<file path="config.mk">
export PLATFORM = sky130hd
export DESIGN_NAME = writeback_grf
export DESIGN_NICKNAME = d
export VERILOG_FILES = /design/src/rtl/writeback_grf_pkg.sv /design/src/rtl/writeback_grf_load_extend.sv /design/src/rtl/writeback_grf.sv
export SDC_FILE = /design/constraint.sdc
export NUM_CORES = 2
export LEC_CHECK = 0
export CAP_MARGIN = 0
export CORE_MARGIN = 2
export CORE_UTILIZATION = 60
export CTS_BUF_LIST = sky130_fd_sc_hd__clkbuf_4
export CTS_CLUSTER_SIZE = 24
export DETAILED_ROUTE_END_ITERATION = 16
export PLACE_DENSITY = 0.79
export SETUP_SLACK_MARGIN = 0.15
export SYNTH_ARGS = -nofsm -noshare
export SYNTH_HDL_FRONTEND = slang
export SYNTH_HIERARCHICAL = 1
export SYNTH_SLANG_ARGS = --single-unit
</file>
<file path="constraint.sdc">
create_clock -name clk -period 4.2 [get_ports clk]
set_input_delay 0.63 -clock clk [delete_from_list [all_inputs] [get_ports clk]]
set_output_delay 0.63 -clock clk [all_outputs]
set_load 0.02 [all_outputs]
</file>
<file path="src/rtl/writeback_grf_pkg.sv">
// Shared MIPS opcode/funct definitions used by the pipeline stages, plus
// the decode helpers the write-back stage needs.
package writeback_grf_pkg;

  localparam logic [5:0] OP_SPECIAL = 6'h00;
  localparam logic [5:0] OP_JAL     = 6'h03;
  localparam logic [5:0] OP_ADDI    = 6'h08;
  localparam logic [5:0] OP_ADDIU   = 6'h09;
  localparam logic [5:0] OP_SLTI    = 6'h0a;
  localparam logic [5:0] OP_SLTIU   = 6'h0b;
  localparam logic [5:0] OP_ANDI    = 6'h0c;
  localparam logic [5:0] OP_ORI     = 6'h0d;
  localparam logic [5:0] OP_LUI     = 6'h0f;
  localparam logic [5:0] OP_LB      = 6'h20;
  localparam logic [5:0] OP_LH      = 6'h21;
  localparam logic [5:0] OP_LW      = 6'h23;
  localparam logic [5:0] OP_LBU     = 6'h24;
  localparam logic [5:0] OP_LHU     = 6'h25;

  localparam logic [5:0] FN_JR      = 6'h08;
  localparam logic [5:0] FN_JALR    = 6'h09;

  localparam logic [4:0] REG_RA     = 5'd31;

  typedef enum logic [1:0] {
    SRC_ALU  = 2'd0,
    SRC_LOAD = 2'd1,
    SRC_LINK = 2'd2
  } wb_src_e;

  function automatic logic is_load(input logic [5:0] op);
    return (op == OP_LB) || (op == OP_LH) || (op == OP_LW) ||
           (op == OP_LBU) || (op == OP_LHU);
  endfunction

  function automatic logic is_imm_alu(input logic [5:0] op);
    return (op == OP_ADDI) || (op == OP_ADDIU) || (op == OP_SLTI) ||
           (op == OP_SLTIU) || (op == OP_ANDI) || (op == OP_ORI) ||
           (op == OP_LUI);
  endfunction

endpackage

</file>
<file path="src/rtl/writeback_grf_load_extend.sv">
// Selects and extends the loaded byte/halfword/word from an aligned memory word.
module load_extend
  import writeback_grf_pkg::*;
(
  input  logic [5:0]  op,
  input  logic [31:0] mem_data,
  input  logic [1:0]  off,
  output logic [31:0] data
);

  logic [31:0] byte_lane;
  logic [15:0] half_lane;

  // Halfword loads ignore off[0]; only off[1] picks the lane.
  assign byte_lane = mem_data >> {off, 3'b000};
  assign half_lane = off[1] ? mem_data[31:16] : mem_data[15:0];

  always_comb begin
    data = mem_data;
    case (op)
      OP_LB:   data = {{24{byte_lane[7]}}, byte_lane[7:0]};
      OP_LBU:  data = {24'h0, byte_lane[7:0]};
      OP_LH:   data = {{16{half_lane[15]}}, half_lane};
      OP_LHU:  data = {16'h0, half_lane};
      default: data = mem_data;
    endcase
  end

endmodule

</file>
<file path="src/rtl/writeback_grf.sv">
// Write-back stage: decodes the destination, selects write data, and owns
// the 32x32 register file with a same-cycle write-to-read bypass.
module writeback_grf
  import writeback_grf_pkg::*;
(
  input  logic        clk,
  input  logic        reset,
  input  logic [31:0] pc_w,
  input  logic [31:0] instr_w,
  input  logic [31:0] mem_data_w,
  input  logic [31:0] alu_result_w,
  input  logic        we_w,
  input  logic [4:0]  rs_addr_d,
  input  logic [4:0]  rt_addr_d,
  output logic [31:0] rs_data_d,
  output logic [31:0] rt_data_d,
  output logic        wb_en,
  output logic [4:0]  wb_addr,
  output logic [31:0] wb_data
);

  logic [5:0]  opcode;
  logic [5:0]  funct;
  logic [4:0]  rt;
  logic [4:0]  rd;
  logic        dest_valid;
  logic [4:0]  dest;
  wb_src_e     src;
  logic [31:0] load_data;
  logic [31:0] write_data;
  logic [31:0] regs [0:31];
  logic        unused_fields;

  assign opcode = instr_w[31:26];
  assign rt     = instr_w[20:16];
  assign rd     = instr_w[15:11];
  assign funct  = instr_w[5:0];
  assign unused_fields = ^{instr_w[25:21], instr_w[10:6]};

  always_comb begin
    dest_valid = 1'b0;
    dest       = 5'd0;
    src        = SRC_ALU;
    if (opcode == OP_SPECIAL) begin
      dest_valid = (funct != FN_JR);
      dest       = rd;
      src        = (funct == FN_JALR) ? SRC_LINK : SRC_ALU;
    end else if (opcode == OP_JAL) begin
      dest_valid = 1'b1;
      dest       = REG_RA;
      src        = SRC_LINK;
    end else if (is_load(opcode)) begin
      dest_valid = 1'b1;
      dest       = rt;
      src        = SRC_LOAD;
    end else if (is_imm_alu(opcode)) begin
      dest_valid = 1'b1;
      dest       = rt;
    end
  end

  load_extend u_load_extend (
    .op       (opcode),
    .mem_data (mem_data_w),
    .off      (alu_result_w[1:0]),
    .data     (load_data)
  );

  always_comb begin
    case (src)
      SRC_LINK: write_data = pc_w + 32'd8;
      SRC_LOAD: write_data = load_data;
      default:  write_data = alu_result_w;
    endcase
  end

  // wb_en qualifies wb_addr/wb_data: when low both are forced to zero so
  // hazard logic downstream can compare addresses without extra gating.
  assign wb_en   = !reset && we_w && dest_valid && (dest != 5'd0);
  assign wb_addr = wb_en ? dest : 5'd0;
  assign wb_data = wb_en ? write_data : 32'd0;

  always_ff @(posedge clk) begin
    if (reset) begin
      for (int i = 0; i < 32; i++) regs[i] <= 32'd0;
    end else if (wb_en) begin
      regs[wb_addr] <= wb_data;
    end
  end

  assign rs_data_d = (rs_addr_d == 5'd0) ? 32'd0 :
                     (wb_en && rs_addr_d == wb_addr) ? wb_data : regs[rs_addr_d];
  assign rt_data_d = (rt_addr_d == 5'd0) ? 32'd0 :
                     (wb_en && rt_addr_d == wb_addr) ? wb_data : regs[rt_addr_d];

endmodule

</file>
==> results.md <==
* Die ar. at between 90,000 and 100,000 um^2
* Count of final hold-check violations at 0
* # DRC at 0
* Unrepaired setup endpoints after global routing: true
* CP Launch Type: flip-flop
* Cell Count, Final, Fillers Out at 5,820
* WS Path Type: flip-flop to output pin
* Vias in the first global route at roughly 44,000
* Final Max Tran Viols at 0
* Most common library cells after synthesis: nor2_1, edfxtp_1, mux4_2
* IO buf count at 232
* Post-Synthesis Cells at around 3,800
* Sequential share of the synthesized area at about 56%
* Grt ovf at 0
* Failing checks: negative setup slack
* Vias at approximately 44,000
* #FFs+latches synth at roughly 1,000
* DP Cell Count at approximately 5,300
* Final Critical Period at ~4200 ps
* Boundary pin count at 243
* Most numerous cell in the Yosys netlist: nor2_1
* MaxCap Viol Count at 0
* Synth cell types at 64
* Hpwl dp at 135,000 um
* CTS tree: done
* Finished Core Util at between 70% and 80%
* Critical Path AT at between 3000 and 4000 ps
* First-pass GRT wire length at about 300,000 um
* Highest Signal Layer: met5
* Post-synth EDFFs at 1,024
* Largest net degree at the start of global routing at 50
* Vias per cell at approximately 7.6
* PD cells at 366 nW/um^2
* Layout Nets at between 4,000 and 5,000
* Final Total Pwr at between 20 and 25 mW
* Outcome: complete, but fails checks
* Detail Route Antenna Nets at 0
* Post-Syn Area at around 55,000 um^2
* Top cell type's share of synthesized area at 55.5%
* Die H at slightly above 300 um
* Final setup fails at 1
* CTS Sinks at a little over 1,000
* P&R area growth vs syn at 23.3%
* Post-synth ARST share at 0%
* Routability cong. at around 1
* Pre-CTS setup slack at -1080 ps
* Fin crit share at 100%
* YS warnings at 6
* Routed length per placed instance at between 30 and 40 um
* WL final at approximately 220,000 um
* Peak supply drop at approximately 0.00024 V
* Syn avg cell area at 14.7 um^2
* CP Max Fanout at 2
* Cts bufs inserted at 278
* Drt pass-1 iters at 7
* Post-synth top flop: edfxtp_1
* Fmax achieved at ~0.24 GHz
* Worst-Margin Slew at between 800 and 900 ps
* Cell taking the most area after synthesis: edfxtp_1
* Tot GR Track Use at 46.1%
* CTS H-tree lvls at 5
* Clock Tree Buf Depth at 4
* Wire length on met3 at 43,100 um
* Setup TNS at -1.89 ps
* Core Region at between 90,000 and 100,000 um^2
* Layout cell share with drive strength beyond 1 at a little over two fifths
* Initial Util at between 60 and 70%
* Met2 Routed Length at between 90,000 and 100,000 um
* Die W at 308 um
* Max reg flops at ~1,000
* Starting DRT DRC Count at ~9,000
* Std-Cell Rows at 111
* Leak at 23.1 nW
* Clk pin slew, worst setup/hold paths at around 60 ps
* Hold buffers post-CTS at 0
* Slew headroom at 41.6%
* Worst Hold Class: input pin to flip-flop
* Final worst setup slack at -1.89 ps
* Clock Tree Root: clkbuf_4
* CP endpoint kind: output pin
* Worst EP required at 3570 ps
* M1 WL at just over 60,000 um
* Biggest register: regs
* Top flop regs: regs x1024
* Synth top area cells: edfxtp_1, mux4_2, nor2_1
* Initial antenna violation count at 10
## power by group
part           internal (mW)  total, mW  leakage, nW  switching, mW
registers               11.8       12.1         9.73          0.314
clock network           4.26       8.46         1.85           4.19
logic                   2.14       4.43         11.5           2.29
## worst max-delay path: stages, from the launching register on
cell      delay, ps
edfxtp_1        440
mux4_2          510
mux4_2          540
mux2_4          320
a31oi_4         180
a211oi_2         60
buf_4           150
buf_6           120
## path summary, 6_finish.rpt
kind   startpoint      endpoint  slack (ps)  cells after the start
max   regs[25][7]  rs_data_d[7]          -2                      7
min         reset   regs[0][12]         180                      2
## logic make-up (layout without fill, tap and decap cells)
logic type	count (synthesis)	count (layout)	synth area share, %
buffers and inverters	479	1308	3.75
multiplexers	714	714	27.5
other	1	41	0.00677
AND/OR/NAND/NOR	1257	1257	9.18
AO/OA/AOI/OAI	256	257	3.46
XOR/XNOR	29	29	0.459
adder cells (fa/ha/maj)	4	4	0.0881
flip-flops	1024	1024	55.5
## per-layer routing
layer	up-vias	track usage, %
li1	16200	-
met1	21100	54.6
met2	5628	65.6
met3	1456	22.9
met4	8	32.6
met5	-	0
## repair_timing
action                                 in CTS  in global routing
setup endpoints to repair                  97                 87
resized for setup                         533                115
buffers inserted                           36                 24
endpoints found under the hold margin       0                  0
pin swaps                                  36                 31
cloned                                      7                  0
## stage by stage
stage / instance area, um^2 / hold slack [ps]
floorplan: 55500 / 1050
global placement: 63500 / 1300
detailed placement: 63500 / 1290
CTS: 67700 / 50.3
global route: 68200 / 118
finish: 68200 / 176
## final cells by class
type                            count  area (um^2)
Timing Repair Buffer              822         8760
Clock inverter                     59          330
Sequential cell                  1024        30700
Tap cell                         1186         1480
Antenna cell                        9         22.5
Clock buffer                      368         2760
Inverter                           59          226
Multi-Input combinational cell   2293        23900
Fill cell                        5087        23300
## layout by cell type, fill, tap and decap left out, types with 44 or more instances in the layout
cell type / Yosys / routed
buf_12: 0 / 160
buf_4: 11 / 410
buf_6: 0 / 44
clkbuf_4: 0 / 368
clkdlybuf4s50_1: 0 / 107
clkinv_1: 0 / 49
edfxtp_1: 1024 / 1024
inv_1: 58 / 57
mux4_2: 640 / 640
nand2_1: 87 / 63
nor2_1: 1031 / 1028
(Power assumes the default switching activity.)
